**src/rtl/e203_nice_csr_bank.sv**
```systemverilog
// NICE-side CSR bank (NCTRL/NSTAT/NCYCLE/NSCRATCH) with a write-latency stall after accepted writes.
// Define E203_NICE_CSR_CYCLE_EN to implement the free-running NCYCLE counter at index 0x02.
module e203_nice_csr_bank #(
    parameter int unsigned WR_LAT   = 2,
    parameter logic [31:0] CTRL_RST = 32'h0
) (
    input  logic        clk,
    input  logic        rst,
    input  logic        nice_csr_valid,
    output logic        nice_csr_ready,
    input  logic [31:0] nice_csr_addr,
    input  logic        nice_csr_wr,
    input  logic [31:0] nice_csr_wdata,
    output logic [31:0] nice_csr_rdata,
    output logic        nice_ctrl_en,
    output logic [3:0]  nice_ctrl_mode
);
    typedef enum logic {S_IDLE, S_BUSY} state_t;

    localparam logic [3:0] LAT_LOAD = (WR_LAT == 0) ? 4'd0 : 4'(WR_LAT - 1);

    state_t      r_state;
    logic [3:0]  r_lat_cnt;
    logic        r_ctrl_en;
    logic [3:0]  r_ctrl_mode;
    logic [15:0] r_wr_cnt;
    logic [15:0] r_unmap_cnt;
    logic [31:0] r_scratch;
    logic [31:0] w_ncycle;

    logic        w_ready;
    logic        w_acc;
    logic        w_wr_acc;
    logic        w_mapped;
    logic [7:0]  w_idx;
    logic        w_unused_addr;

    // Upper index bits are already qualified upstream; only [7:0] selects a register.
    assign w_idx         = nice_csr_addr[7:0];
    assign w_unused_addr = ^nice_csr_addr[31:8];
    assign w_ready       = (r_state == S_IDLE);
    assign w_acc         = nice_csr_valid & w_ready;
    assign w_wr_acc      = w_acc & nice_csr_wr;
    assign w_mapped      = (w_idx[7:2] == 6'd0);

    assign nice_csr_ready = w_ready;
    assign nice_ctrl_en   = r_ctrl_en;
    assign nice_ctrl_mode = r_ctrl_mode;

    always_ff @(posedge clk) begin
        if (rst) begin
            r_state   <= S_IDLE;
            r_lat_cnt <= 4'd0;
        end else begin
            case (r_state)
                S_IDLE: begin
                    if (w_wr_acc && (WR_LAT != 0)) begin
                        r_state   <= S_BUSY;
                        r_lat_cnt <= LAT_LOAD;
                    end
                end
                S_BUSY: begin
                    if (r_lat_cnt == 4'd0) begin
                        r_state <= S_IDLE;
                    end else begin
                        r_lat_cnt <= r_lat_cnt - 4'd1;
                    end
                end
                default: r_state <= S_IDLE;
            endcase
        end
    end

    always_ff @(posedge clk) begin
        if (rst) begin
            r_ctrl_en   <= CTRL_RST[0];
            r_ctrl_mode <= CTRL_RST[7:4];
            r_wr_cnt    <= 16'd0;
            r_unmap_cnt <= 16'd0;
            r_scratch   <= 32'd0;
        end else begin
            if (w_wr_acc && (w_idx == 8'h00)) begin
                r_ctrl_en   <= nice_csr_wdata[0];
                r_ctrl_mode <= nice_csr_wdata[7:4];
            end
            if (w_wr_acc && (w_idx == 8'h03)) begin
                r_scratch <= nice_csr_wdata;
            end
            // Writes to NSTAT itself still count as accepted writes.
            if (w_wr_acc && (r_wr_cnt != 16'hFFFF)) begin
                r_wr_cnt <= r_wr_cnt + 16'd1;
            end
            if (w_acc && !w_mapped && (r_unmap_cnt != 16'hFFFF)) begin
                r_unmap_cnt <= r_unmap_cnt + 16'd1;
            end
        end
    end

`ifdef E203_NICE_CSR_CYCLE_EN
    logic [31:0] r_ncycle;

    // An explicit write takes priority over the running increment.
    always_ff @(posedge clk) begin
        if (rst) begin
            r_ncycle <= 32'd0;
        end else if (w_wr_acc && (w_idx == 8'h02)) begin
            r_ncycle <= nice_csr_wdata;
        end else if (r_ctrl_en) begin
            r_ncycle <= r_ncycle + 32'd1;
        end
    end

    assign w_ncycle = r_ncycle;
`else
    assign w_ncycle = 32'd0;
`endif

    always_comb begin
        nice_csr_rdata = 32'd0;
        case (w_idx)
            8'h00:   nice_csr_rdata = {24'd0, r_ctrl_mode, 3'd0, r_ctrl_en};
            8'h01:   nice_csr_rdata = {r_unmap_cnt, r_wr_cnt};
            8'h02:   nice_csr_rdata = w_ncycle;
            8'h03:   nice_csr_rdata = r_scratch;
            default: nice_csr_rdata = 32'd0;
        endcase
    end

endmodule

```
**config.mk**
```make
export PLATFORM = sky130hd
export DESIGN_NAME = e203_nice_csr_bank
export DESIGN_NICKNAME = d
export VERILOG_FILES = /design/src/rtl/e203_nice_csr_bank.sv
export SDC_FILE = /design/constraint.sdc
export NUM_CORES = 1
export LEC_CHECK = 0
export BUFFER_PORTS_ARGS = -buffer_cell sky130_fd_sc_hd__buf_2
export CORE_MARGIN = 4
export CORE_UTILIZATION = 46
export CTS_CLUSTER_SIZE = 28
export DETAILED_ROUTE_END_ITERATION = 16
export GPL_TIMING_DRIVEN = 0
export HOLD_SLACK_MARGIN = 0.06
export PLACE_DENSITY = 0.72
export SYNTH_ARGS = -nofsm -noshare
export SYNTH_HDL_FRONTEND = slang
export SYNTH_SLANG_ARGS = --single-unit
export TNS_END_PERCENT = 1
```
**constraint.sdc**
```tcl
create_clock -name clk -period 3.4 [get_ports clk]
set_clock_uncertainty 0.1 [all_clocks]
set_input_delay 0.68 -clock clk [delete_from_list [all_inputs] [get_ports clk]]
set_output_delay 0.68 -clock clk [all_outputs]
set_load 0.01 [all_outputs]
```
==> parameters.txt <==
Parameter                              Value

Floorplan
  Initial cell density of the core    0.4768
  Boundary pin count    106
  Die span in y    97.73 um
  Core Area    7767 sq um
  Die Outline Area    9551 sq um
  Die Wd    97.73 um
  Standard-cell rows    32

Synth
  Count of warnings emitted by yosys    0
  Synth Register Bits    74
  Most area-hungry cell type in the Yosys netlist    sky130_fd_sc_hd__dfxtp_1
  Ys flop type    sky130_fd_sc_hd__dfxtp_1
  Area share of the largest cell type after synthesis    0.4000
  Fraction of registers with async set or reset after synthesis    0
  Number of enable-type register cells in the synthesized netlist    0
  Sequential cell area fraction in the yosys report    0.4000
  Mapped Cells    412
  Netlist area before placement    3704 sq um
  Syn_nets    483
  Mean instance size in the synthesized netlist    8.989 sq um
  Leading cell types by count after synthesis    sky130_fd_sc_hd__dfxtp_1, sky130_fd_sc_hd__nor2_1, sky130_fd_sc_hd__mux2i_1
  Most area-consuming cells after synthesis    sky130_fd_sc_hd__dfxtp_1, sky130_fd_sc_hd__mux2i_1, sky130_fd_sc_hd__a22o_1
  Leading cell type by number of instances after synthesis    sky130_fd_sc_hd__dfxtp_1
  Count of cell types in the netlist    47

Clocking
  Clock transition at the registers of the reported paths    70 ps
  Buffer cell driving the clock tree root    sky130_fd_sc_hd__clkbuf_8
  Total number of clock tree sinks    74
  Hold buffer count at CTS    0
  Num CTS Buffers    9
  Clk_lat worst skew    350 ps
  Clock Tree Buf Depth    2
  Clock tree from TritonCTS    built
  H-tree depth reported by CTS    3

Placed design
  Port-buffer cells    78
  Last weighted congestion value of the routability-driven placer    0.8611
  Setup Slack @ Placement    -276.2 ps
  Final HPWL DP    7279 um

Global route
  Number of global-route vias before repair    3350
  Met3 track demand over resource in global routing    0.03071
  Antenna violations before repair    0
  Met2 global-route usage    0.3579
  Global-route total usage across every layer    0.2042
  Global routing's busiest layer    met2
  Wire length of the first global-routing pass    16170 um
  Grt met1 use    0.2577
  Maximum number of pins on one net before global-route repair    14
  Final global-route overflow total    0

Min path
  Startpoint of the worst hold path    r_lat_cnt[1]
  Number of stages on the worst hold path    2
  Hold worst-path end    r_lat_cnt[1]
  Worst min-delay path category    reg -> reg

Finish
  Post-layout nets    579
  Layout Area Growth over Synthesis    21.86%
  Antenna fix cells    0
  Share of layout cells above drive strength 1    0.2456
  Filler cell count    751

Setup path
  CP most frequent cell    sky130_fd_sc_hd__buf_6
  R2R setup slack    690 ps
  Beginning of the worst register-to-register path    r_wr_cnt[0]
  CP Launch Type    input port
  Cells traversed along the worst timing path    buf_2 > or4_4 > or2_1 > buf_6 > nor3b_4 > buf_6 > buf_6 > a22o_1 > buf_2
  Worst Path Max Fanout    7
  CP arrival    2570 ps
  Path depth of the worst reg2reg path    5
  Delay of the slowest cell on the worst path    610 ps
  Data required time at the worst endpoint    2620 ps
  CP max stage cell    sky130_fd_sc_hd__or4_4
  Setup CP Type    in -> out
  Endpoint kind of the worst setup timing path    output port
  Worst reg2reg path endpoint    r_wr_cnt[3]

Pwr
  Power density relative to cell area    370.0 nW/um^2
  Leakage power    1.956 nW
  Tot Pwr    1.670 mW
  Max rail drop VDD    213.9 uV

STA
  Final WS setup    47.29 ps
  Transition time at the pin with the least slew margin    1354 ps
  Post-route setup TNS    0 ps
  Minimum clock period    3353 ps
  Final hold violations    0
  Highest Clock Rate    298.3 MHz
  RSZ-0062 raised after global routing    no
  Final Max Slew Viols    0
  Post-route clock period utilization    0.9861
  Final setup violating endpoints    0
  Relative slew slack    0.08882
  Final hold slack    372.7 ps

Routing
  Detailed-route wire length per cell    16.33 um
  Number of violations reported at the end of detailed-routing iteration 0    245
  Detailed-route via count    3533
  Number of remaining DRC errors    0
  Via density per instance    5.745
  Final antenna-violating net count    0
  DR pass1 iterations    5
  Drt total wl    10040 um

Job
  MaxCap Viol Count    0

Outcome
  Status    complete, no violations
==> repair_timing <==
item | 4_1_cts | 5_1_grt
pin swaps | 2 | 2
buffers inserted | 3 | 3
gates cloned | 1 | 1
endpoints found under the setup margin | 27 | 17
resized for setup | 5 | 2
==> kinds of logic after synthesis <==
logic type,after synthesis,share of synthesized area
XOR/XNOR,2,0.004731
multiplexers,49,0.1345
AO/OA/AOI/OAI,85,0.1588
adder cells (fa/ha/maj),3,0.01014
AND/OR/NAND/NOR,163,0.2385
buffers and inverters,36,0.05338
flip-flops,74,0.4000
==> routing by layer <==
layer / up-vias / part of all wire
met4: 0 / 0.015
met5: - / 0
met3: 17 / 0.061
li1: 1717 / -
met2: 123 / 0.48
met1: 1676 / 0.44
==> final cells by class <==
| class | instances | area [sq um] | share of cell area |
|---|---|---|---|
| multi-input combinational | 302 | 2029 | 0.4497 |
| sequential | 74 | 1481 | 0.3283 |
| timing repair buffer | 86 | 471.7 | 0.1045 |
| buffer | 25 | 161.4 | 0.03576 |
| clock buffer | 10 | 137.6 | 0.03050 |
| tap | 102 | 127.6 | 0.02828 |
| clock inverter | 6 | 66.31 | 0.01469 |
| inverter | 10 | 37.54 | 0.008317 |
==> placed cells by master, fill, tap and decap left out, types with 2 or more instances in the layout <==
cell	n
sky130_fd_sc_hd__ha_1	3
sky130_fd_sc_hd__buf_2	78
sky130_fd_sc_hd__a21oi_1	28
sky130_fd_sc_hd__nand4_1	10
sky130_fd_sc_hd__inv_1	10
sky130_fd_sc_hd__clkbuf_1	16
sky130_fd_sc_hd__a22o_1	27
sky130_fd_sc_hd__or2_2	3
sky130_fd_sc_hd__mux2i_1	43
sky130_fd_sc_hd__or4_4	2
sky130_fd_sc_hd__and4_1	2
sky130_fd_sc_hd__clkinvlp_4	3
sky130_fd_sc_hd__nor2b_1	7
sky130_fd_sc_hd__nand3b_1	2
sky130_fd_sc_hd__o31a_1	3
sky130_fd_sc_hd__buf_4	7
sky130_fd_sc_hd__o21ai_0	9
sky130_fd_sc_hd__nor2_1	60
sky130_fd_sc_hd__dfxtp_1	74
sky130_fd_sc_hd__or3_1	14
sky130_fd_sc_hd__o31ai_1	10
sky130_fd_sc_hd__clkbuf_8	10
sky130_fd_sc_hd__and3_1	2
sky130_fd_sc_hd__nand2b_1	2
sky130_fd_sc_hd__nand3_1	11
sky130_fd_sc_hd__buf_6	8
sky130_fd_sc_hd__or4_1	7
sky130_fd_sc_hd__nor3_1	9
sky130_fd_sc_hd__nand2_1	11
sky130_fd_sc_hd__nor4_1	12
sky130_fd_sc_hd__xor2_1	2
sky130_fd_sc_hd__mux2_2	5
==> through the flow <==
step,utilization,instances,instance area (sq um)
2_1_floorplan,-,412,3704
3_3_place_gp,0.5435,592,4222
3_5_place_dp,0.5435,592,4222
4_1_cts,0.5754,612,4469
5_1_grt,0.5810,615,4513
6_report,0.5810,615,4513
==> registers in the layout, indices dropped and copies added (netlist names) <==
signal and cells:
r_wr_cnt 16, nice_ctrl_mode 4, nice_ctrl_en 1, r_unmap_cnt 16
r_state 1, r_lat_cnt 4, r_scratch 32
==> report_power, final <==
part	leakage (nW)	internal, mW	switching (mW)	total [mW]
clock network	0.0945	0.359	0.338	0.697
logic	1.26	0.0386	0.0548	0.0934
registers	0.597	0.872	0.00773	0.880
==> how the worst max path moves through the flow <==
stage / startpoint / endpoint / slack [ps]
after floorplan: nice_csr_addr[7] / nice_csr_rdata[11] / 240
after global placement: nice_csr_addr[7] / nice_csr_rdata[2] / -260
after detailed placement: nice_csr_addr[7] / nice_csr_rdata[2] / -280
after CTS: nice_csr_addr[7] / nice_csr_rdata[26] / -0.9
after global routing: nice_csr_addr[7] / nice_csr_rdata[2] / 10
final: nice_csr_addr[7] / nice_csr_rdata[2] / 50
==> critical path, delay by kind of cell <==
family	cells	cell delay (ps)
compound gates	1	170
buf+inv	5	680
simple gates	3	1030
Power figures use the tool's default switching activity.
